[src/rtl/uart_tx_arbiter.sv]
`default_nettype none
// ============================================================================
// Module   : uart_tx_arbiter
// Purpose  : Round-robin arbiter sharing one UART transmitter among N_REQ
//            byte requesters. Captures the granted byte, launches it with a
//            one-cycle strobe, waits for frame completion (with a timeout
//            guard) and then holds off for a programmable inter-frame gap.
// Revision : 1.0 - initial release
// ----------------------------------------------------------------------------
// Ports
//   Master_Clk        in   1         system clock, rising edge
//   Master_Rst_n      in   1         asynchronous active-low reset
//   req_valid         in   N_REQ     per-requester byte pending
//   req_data          in   8*N_REQ   requester i byte at [8i+7:8i]
//   req_ready         out  N_REQ     one-hot, one-cycle accept pulse
//   tx_datavalid      out  1         one-cycle launch strobe to transmitter
//   Byte_to_transmit  out  8         byte to transmitter, held between launches
//   tx_active         in   1         transmitter busy (launch qualifier only)
//   tx_complete       in   1         transmitter frame-done pulse
//   grant_id          out  ID_W      index of last/current granted requester
//   busy              out  1         arbiter not idle
//   timeout_err       out  1         one-cycle pulse on launch timeout
// ============================================================================
module uart_tx_arbiter #(
  parameter int N_REQ        = 4,
  parameter int ID_W         = 2,
  parameter int CLK_PER_BIT  = 104,
  parameter int TIMEOUT_CLKS = 12 * CLK_PER_BIT,
  parameter int GAP_CLKS     = CLK_PER_BIT
) (
  input  logic               Master_Clk,
  input  logic               Master_Rst_n,
  input  logic [N_REQ-1:0]   req_valid,
  input  logic [8*N_REQ-1:0] req_data,
  output logic [N_REQ-1:0]   req_ready,
  output logic               tx_datavalid,
  output logic [7:0]         Byte_to_transmit,
  input  logic               tx_active,
  input  logic               tx_complete,
  output logic [ID_W-1:0]    grant_id,
  output logic               busy,
  output logic               timeout_err
);

  typedef enum logic [1:0] {
    S_IDLE      = 2'd0,
    S_WAIT_DONE = 2'd1,
    S_GAP       = 2'd2
  } state_t;

  localparam logic [ID_W:0] c_LAST_IDX = (ID_W+1)'(N_REQ - 1);
  localparam logic [15:0]   c_TO_LAST  = 16'(TIMEOUT_CLKS - 1);
  // Only reachable when GAP_CLKS > 0, so the wrap for GAP_CLKS = 0 is harmless.
  localparam logic [15:0]   c_GAP_LAST = 16'(GAP_CLKS - 1);

  state_t               r_state, w_state_nxt;
  logic [15:0]          r_cnt, w_cnt_nxt;
  logic [ID_W-1:0]      r_last_grant;
  logic [N_REQ-1:0]     r_req_ready;
  logic                 r_tx_datavalid;
  logic [7:0]           r_byte;
  logic [ID_W-1:0]      r_grant_id;
  logic                 r_timeout_err;

  logic [ID_W-1:0]      w_sel;
  logic                 w_any;
  logic [ID_W:0]        w_idx;
  logic [N_REQ-1:0]     w_rv_shift;
  logic [8*N_REQ-1:0]   w_data_shift;
  logic                 w_launch;
  logic                 w_timeout;

  // Round-robin pick: walk indices starting just after the last grant,
  // wrapping at N_REQ, and take the first one with a pending request.
  always_comb begin
    w_sel      = '0;
    w_any      = 1'b0;
    w_idx      = {1'b0, r_last_grant};
    w_rv_shift = '0;
    for (int k = 0; k < N_REQ; k++) begin
      w_idx      = (w_idx == c_LAST_IDX) ? '0 : w_idx + 1'b1;
      w_rv_shift = req_valid >> w_idx;
      if (!w_any && w_rv_shift[0]) begin
        w_sel = w_idx[ID_W-1:0];
        w_any = 1'b1;
      end
    end
  end

  assign w_data_shift = req_data >> {w_sel, 3'b000};

  always_comb begin
    w_state_nxt = r_state;
    w_cnt_nxt   = r_cnt + 16'd1;
    w_launch    = 1'b0;
    w_timeout   = 1'b0;
    case (r_state)
      S_IDLE: begin
        w_cnt_nxt = r_cnt;
        if (w_any && !tx_active) begin
          w_launch    = 1'b1;
          w_cnt_nxt   = '0;
          w_state_nxt = S_WAIT_DONE;
        end
      end
      S_WAIT_DONE: begin
        // A completion in the final cycle wins over the timeout.
        if (tx_complete || (r_cnt == c_TO_LAST)) begin
          w_timeout   = !tx_complete;
          w_cnt_nxt   = '0;
          w_state_nxt = (GAP_CLKS == 0) ? S_IDLE : S_GAP;
        end
      end
      S_GAP: begin
        if (r_cnt == c_GAP_LAST) begin
          w_cnt_nxt   = '0;
          w_state_nxt = S_IDLE;
        end
      end
      default: begin
        w_cnt_nxt   = '0;
        w_state_nxt = S_IDLE;
      end
    endcase
  end

  always_ff @(posedge Master_Clk or negedge Master_Rst_n) begin
    if (!Master_Rst_n) begin
      r_state        <= S_IDLE;
      r_cnt          <= '0;
      r_last_grant   <= ID_W'(N_REQ - 1);
      r_req_ready    <= '0;
      r_tx_datavalid <= 1'b0;
      r_byte         <= '0;
      r_grant_id     <= '0;
      r_timeout_err  <= 1'b0;
    end else begin
      r_state        <= w_state_nxt;
      r_cnt          <= w_cnt_nxt;
      r_tx_datavalid <= w_launch;
      r_timeout_err  <= w_timeout;
      r_req_ready    <= w_launch ? (N_REQ'(1) << w_sel) : '0;
      if (w_launch) begin
        r_byte       <= w_data_shift[7:0];
        r_grant_id   <= w_sel;
        r_last_grant <= w_sel;
      end
    end
  end

  assign req_ready        = r_req_ready;
  assign tx_datavalid     = r_tx_datavalid;
  assign Byte_to_transmit = r_byte;
  assign grant_id         = r_grant_id;
  assign timeout_err      = r_timeout_err;
  assign busy             = (r_state != S_IDLE);

endmodule
`default_nettype wire

[config.mk]
export PLATFORM = sky130hd
export DESIGN_NAME = uart_tx_arbiter
export DESIGN_NICKNAME = d
export VERILOG_FILES = /design/src/rtl/uart_tx_arbiter.sv
export SDC_FILE = /design/constraint.sdc
export NUM_CORES = 1
export LEC_CHECK = 0
export ABC_CLOCK_PERIOD_IN_PS = 2700
export BUFFER_PORTS_ARGS = -buffer_cell sky130_fd_sc_hd__buf_2
export CAP_MARGIN = 20
export CORE_UTILIZATION = 25
export DETAILED_ROUTE_END_ITERATION = 10
export PLACE_DENSITY = 0.55
export SYNTH_ARGS = -nofsm -noshare
export SYNTH_HDL_FRONTEND = slang
export SYNTH_SLANG_ARGS = --single-unit
[constraint.sdc]
create_clock -name Master_Clk -period 2.7 [get_ports Master_Clk]
set_input_delay 0.27 -clock Master_Clk [delete_from_list [all_inputs] [get_ports Master_Clk]]
set_output_delay 0.27 -clock Master_Clk [all_outputs]
set_load 0.01 [all_outputs]
==> impl_metrics.env, run 1 <==
export IMPL_ys_flop_type="dfrtp_1"
export IMPL_leakage_nw=1.295
export IMPL_dp_hpwl_um=3668
export IMPL_clkPwrFrac_pct=18.0
export IMPL_dr_wl_met2_um=2107
export IMPL_htree_num_levels=2
export IMPL_path_buf_inv=1
export IMPL_dp_cells=364
export IMPL_grt_pass1_vias=1739
export IMPL_grt_pass1_wl_um=8273
export IMPL_cts_tree="yes"
export IMPL_insertion_delay_ps=300
export IMPL_final_area_um2=2559
export IMPL_combinationalPowerShare_pct=47.0
export IMPL_wl_met1_um=2299
export IMPL_switchingPower_w=0.0008378
export IMPL_cp_max_fo=17
export IMPL_synth_seq_area_share_pct=43.29
export IMPL_synth_compound_area_share_pct=17.33
export IMPL_placementRows=32
export IMPL_grt_max_degree=37
export IMPL_cts_buffer_depth=2
export IMPL_coreArea_um2=7888
export IMPL_viasPerCell=4.858
export IMPL_ys_types=50
export IMPL_start_util_pct=26.46
export IMPL_fmax_mhz=454.3
export IMPL_powerDensity_nw_per_um2=832.6
export IMPL_synthSimpleGateAreaFrac_pct=23.44
export IMPL_ant_nets=0
export IMPL_syn_area_um2=2087
export IMPL_status="finished clean"
export IMPL_crit_path_start_kind="flip-flop"
export IMPL_yosys_warnings=0
export IMPL_vias=1807
export IMPL_layout_drive_gt1_share_pct=30.00
export IMPL_peakVddDrop_uv=256.0
export IMPL_timing_slew_headroom_pct=44.46
export IMPL_crit_slowest_cell="dfrtp_1"
export IMPL_worstPathRequired_ps=2870
export IMPL_first_pass_iters=4
export IMPL_grtUsageTotal_pct=12.10
export IMPL_min_period_over_period_pct=81.52
export IMPL_die_w_um=93.37
export IMPL_areaGrowthSynthToFinish_pct=22.60
export IMPL_fillers=826
export IMPL_power_frac_seq_pct=35.0
export IMPL_worstSetupPathType="flip-flop to flip-flop"
export IMPL_synthAdderAreaFrac_pct=3.597
export IMPL_nNetsFinal=315
export IMPL_synthXorXnorAreaFrac_pct=0
export IMPL_final_cell_mix="buf_2 (56), dfrtp_1 (34), nand2_1 (34)"
export IMPL_finalSetupViolCount=0
export IMPL_multiInputGateArea_um2=1119
export IMPL_synth_nets=258
export IMPL_hold_class="input port to asynchronous set/reset pin"
export IMPL_wl_met3_um=436
export IMPL_wirelength_um=4905
export IMPL_postCtsResizedCells=0
export IMPL_tightest_slew_ps=833.0
export IMPL_die_area_um2=8717
export IMPL_grt_ovfl_total=0
export IMPL_yosysTopAreaCell="dfrtp_1"
export IMPL_synth_area_per_cell_um2=9.844
export IMPL_portBuffers=56
export IMPL_crit_arrival_ps=2370
export IMPL_crit_chain="ha_1, and4bb_2, nand4_2, a32oi_2, buf_4, or2_2, o311ai_0"
export IMPL_cts_root_buf="clkbuf_8"
export IMPL_pin_count=57
export IMPL_hold_viol_final=0
export IMPL_cts_sinks=36
export IMPL_cap_violations=0
export IMPL_clock_skew_ps=9.196
export IMPL_power_internal_w=0.001292
export IMPL_grt_setup_unrepaired="no"
export IMPL_yosys_top_cells_area="dfrtp_1 (41%), mux2i_1 (8.2%), nand2_1 (6.1%), ha_1 (3.6%), o221ai_1 (3.4%)"
export IMPL_p_sw_share_pct=39.33
export IMPL_crit_family="simple AND/OR/NAND/NOR gates"
export IMPL_synth_top_family_by_area="simple AND/OR/NAND/NOR gates"
export IMPL_syn_inst=212
export IMPL_place_congestion=0.8114
export IMPL_fin_crit_ps=2201
export IMPL_fin_cells=372
export IMPL_ys_ff_latch=36
export IMPL_tns_ps=0
export IMPL_drcViolationCount=0
export IMPL_seq_area_um2=903.4
export IMPL_synth_edf_count=0
export IMPL_highest_layer="met4"
export IMPL_layout_commonest_cell="buf_2"
export IMPL_synth_top_area_share_pct=40.77
export IMPL_diodes=0
export IMPL_synthMuxAreaShare_pct=9.233
export IMPL_routedWlPerCell_um=13.19
export IMPL_die_h_um=93.37
export IMPL_drv_slew=0
export IMPL_cp_end_kind="flip-flop"
export IMPL_cts_made_buffers=5
export IMPL_drt_iter0_drc=98
export IMPL_cts_hold_fix_buffers=0
export IMPL_post_cts_setup_buffer_count=0
export IMPL_async_reset_ff_share_pct=100.0
export IMPL_placed_area_um2=2471
export IMPL_antenna_found_initial=0
export IMPL_clk_pin_slew_ps=80
export IMPL_slowest_delay_ps=420
export IMPL_final_util_pct=32.44
==> final timing paths <==
check	startpoint	slack (ps)	end	cells past startpoint
min reg2reg	r_last_grant[1]	470	r_last_grant[1]	2
max in group asynchronous	Master_Rst_n	2100	r_cnt[12]	1
max reg2reg	r_cnt[0]	500	r_cnt[9]	7
min	Master_Rst_n	70	tx_datavalid	1
max	r_cnt[0]	500	r_cnt[9]	7
min in group Master_Clk	tx_complete	150	timeout_err	2
==> layout make-up <==
| class | instances | share of cell area [%] |
|---|---|---|
| Clock buffer | 5 | 2.689 |
| Clock inverter | 3 | 0.7335 |
| Inverter | 7 | 1.027 |
| Multi-Input combinational cell | 161 | 43.72 |
| Sequential cell | 36 | 35.31 |
| Tap cell | 102 | 4.988 |
| Timing Repair Buffer | 58 | 11.54 |
==> Yosys cell counts (2+ instances only) <==
master and n:
a22o_1 7, a21o_1 2, dfrtp_1 34, and4bb_2 2, o21ai_0 11, buf_2 3
ha_1 6, o21a_1 4, nand3_1 3, and3_2 2, nor4_1 2, nand3b_1 4
nor3_1 4, and3_1 4, inv_1 7, o311ai_0 3, or2_2 2, nand2_1 34
nand4_1 7, nor2b_1 4, o221ai_1 8, nor2_1 12, clkbuf_1 3, mux2i_1 17
dfstp_2 2
==> flip-flops by register name, indices dropped and copies added (netlist names) <==
register,flops
r_cnt,16
Byte_to_transmit,8
req_ready,4
grant_id,2
r_last_grant,2
r_state,2
timeout_err,1
tx_datavalid,1
==> metrics by stage <==
step           hold WS, ps  total power, W  setup slack, ps
6_report             72.64        0.002130            499.0
4_1_cts              103.9        0.002174            486.4
2_1_floorplan       -25.59        0.001472            594.5
5_1_grt              128.4        0.002328            290.2
3_3_place_gp         415.5        0.001765            522.0
3_5_place_dp         425.3        0.001778            512.3
==> cell families (layout without fill, tap and decap cells) <==
group / after synthesis / in the layout
muxes: 19 / 19
adders and majority gates: 6 / 6
buffers and inverters: 15 / 73
DFF: 36 / 36
and+or+nand+nor: 89 / 89
AOI/OAI and AO/OA: 47 / 47
==> worst reg2reg max path, cell delays in order, from the launching register on <==
cell,delay (ps)
dfrtp_1,420
ha_1,270
and4bb_2,260
nand4_2,110
a32oi_2,100
buf_4,190
or2_2,340
o311ai_0,380
==> routing by layer <==
| layer | global-route usage, % | vias up |
|---|---|---|
| li1 | - | 906 |
| met1 | 15.23 | 822 |
| met2 | 19.49 | 73 |
| met3 | 3.902 | 6 |
| met4 | 4.103 | 0 |
| met5 | 0 | - |
==> power groups by stage <==
stage                     Sequential (W)  Clock, W  Combinational, W
after floorplan                 0.000793         0          0.000679
after global placement          0.000752         0           0.00101
after detailed placement        0.000759         0           0.00102
after CTS                       0.000747  0.000405           0.00102
after global routing            0.000762  0.000432           0.00113
final                           0.000746  0.000383           0.00100
No activity file was read; power rests on OpenSTA's default activity.
==> run 2: changes to the inputs <==
Settings changed: ABC_CLOCK_PERIOD_IN_PS 2700 to 1900, PLACE_DENSITY 0.55 to 0.57.
Clock period 2.7 ns to 1.9 ns, I/O delays scaled along.
==> impl_metrics.env, run 2 (synthesis results as in run 1) <==
export IMPL_hp_start="tx_complete"
export IMPL_largest_reg_flops=16
export IMPL_grt_ovfl_total=0
export IMPL_combinationalPowerShare_pct=58.0
export IMPL_place_congestion=0.8331
export IMPL_layout_commonest_cell="buf_2"
export IMPL_fillers=784
export IMPL_clkPwrFrac_pct=14.0
export IMPL_pin_count=57
export IMPL_peakVddDrop_uv=357.9
export IMPL_clock_skew_ps=12.27
export IMPL_cts_root_buf="clkbuf_8"
export IMPL_timing_slew_headroom_pct=24.65
export IMPL_worstPathRequired_ps=2070
export IMPL_tns_ps=-340.4
export IMPL_crit_slowest_cell="dfrtp_1"
export IMPL_fin_ws_ps=-38.47
export IMPL_fin_cells=420
export IMPL_htree_num_levels=2
export IMPL_viasPerCell=4.893
export IMPL_placementRows=32
export IMPL_slowest_delay_ps=420
export IMPL_layout_drive_gt1_share_pct=46.86
export IMPL_dp_hpwl_um=4197
export IMPL_die_w_um=93.37
export IMPL_insertion_delay_ps=290
export IMPL_wirelength_um=5787
export IMPL_cap_violations=0
export IMPL_cts_made_buffers=5
export IMPL_cp_end_kind="flip-flop"
export IMPL_grt_max_degree=18
export IMPL_crit_family="simple AND/OR/NAND/NOR gates"
export IMPL_tightest_slew_ps=1123
export IMPL_drv_slew=0
export IMPL_grt_setup_unrepaired="yes"
export IMPL_crit_chain="nor4_4, nand4_2, buf_6, a21o_1, a31oi_2, mux2_1"
export IMPL_violations="negative setup slack"
export IMPL_diodes=0
export IMPL_final_util_pct=39.59
export IMPL_die_area_um2=8717
export IMPL_finalSetupViolCount=18
export IMPL_vias=2055
export IMPL_power_internal_w=0.002368
export IMPL_regMostFlops="r_cnt"
export IMPL_nNetsFinal=363
export IMPL_grtUsageTotal_pct=13.50
export IMPL_areaGrowthSynthToFinish_pct=49.64
export IMPL_powerDensity_nw_per_um2=1206
export IMPL_switchingPower_w=0.001399
export IMPL_portBuffers=56
export IMPL_final_area_um2=3123
export IMPL_antenna_found_initial=0
export IMPL_p_sw_share_pct=37.15
export IMPL_hold_viol_final=0
export IMPL_dp_cells=405
export IMPL_cts_sinks=36
export IMPL_placed_area_um2=2839
export IMPL_cts_buffer_depth=2
export IMPL_hold_class="input port to flip-flop"
export IMPL_fmax_mhz=515.9
export IMPL_leakage_nw=1.584
export IMPL_r2r_start="r_cnt[12]"
export IMPL_clk_pin_slew_ps=80
export IMPL_min_period_over_period_pct=102.0
export IMPL_cp_max_fo=3
export IMPL_first_pass_iters=4
export IMPL_coreArea_um2=7888
export IMPL_grt_pass1_vias=2014
export IMPL_die_h_um=93.37
export IMPL_crit_arrival_ps=2110
export IMPL_drcViolationCount=0
export IMPL_status="complete, but fails checks"
export IMPL_final_cell_mix="buf_2 (56), buf_4 (41), dfrtp_1 (34)"
export IMPL_crit_path_start_kind="flip-flop"
export IMPL_startpoint="r_cnt[12]"
export IMPL_grt_pass1_wl_um=9266
export IMPL_ant_nets=0
export IMPL_start_util_pct=26.46
export IMPL_power_frac_seq_pct=28.0
export IMPL_path_buf_inv=1
export IMPL_drt_iter0_drc=46
export IMPL_worstSetupPathType="flip-flop to flip-flop"
export IMPL_fin_crit_ps=1938
export IMPL_cts_tree="yes"
export IMPL_routedWlPerCell_um=13.78
[run 2: cell count changes in the layout (fill, tap and decap cells not counted), sizes merged]
cell and delta:
buf +46, clkbuf +3, clkinv -2, dlygate4sd3 +1
[run 2: final timing paths]
path / depth (start not counted) / to / slack (ps)
worst max-delay path: 6 / r_state[0] / -40
worst min-delay path: 2 / timeout_err / 90
worst max register to register: 6 / r_state[0] / -40
worst min register to register: 2 / grant_id[0] / 480
max in group asynchronous: 3 / r_last_grant[1] / 960
min in group asynchronous: 2 / r_cnt[6] / 360
[run 2: metrics by stage]
| stage | setup slack [ps] | power, W | hold slack, ps |
|---|---|---|---|
| 6_report | -38.47 | 0.003768 | 87.45 |
| 5_1_grt | -127.8 | 0.004056 | 76.60 |
| 4_1_cts | -70.68 | 0.003683 | 70.68 |
| 3_5_place_dp | -154.7 | 0.002963 | 146.9 |
| 3_3_place_gp | -96.26 | 0.002936 | 137.1 |
| 2_1_floorplan | -24.07 | 0.002153 | -105.6 |
[run 2: layer usage]
| layer | up-vias | track usage [%] | share of wire (%) |
|---|---|---|---|
| li1 | 1009 | - | - |
| met1 | 975 | 16.71 | 43 |
| met2 | 67 | 23.35 | 49 |
| met3 | 4 | 3.171 | 6.9 |
| met4 | 0 | 3.718 | 0.50 |
| met5 | - | 0 | 0 |
[run 2: cell type report]
cell class,count,area [um^2],share of cell area (%)
Clock inverter,1,5.005,0.1603
Sequential cell,36,903.4,28.93
Multi-Input combinational cell,161,1256,40.22
Clock buffer,7,76.32,2.444
Timing Repair Buffer,106,728.2,23.32
Inverter,7,26.28,0.8413
Tap cell,102,127.6,4.087
[run 2: what timing repair did]
item,4_1_cts,5_1_grt
hold endpoints to repair,14,0
endpoints found under the setup margin,24,32
pin swaps,18,14
gates cloned,0,1
hold buffers,1,0
gates resized for setup,26,14
setup buffers,2,3
[run 2: power by group through the flow]
stage	sequential, W	clock (W)	combinational [W]
4_1_cts	0.00106	0.000557	0.00207
2_1_floorplan	0.00114	0	0.00102
3_5_place_dp	0.00108	0	0.00188
6_report	0.00106	0.000528	0.00218
5_1_grt	0.00108	0.000587	0.00239
3_3_place_gp	0.00107	0	0.00186
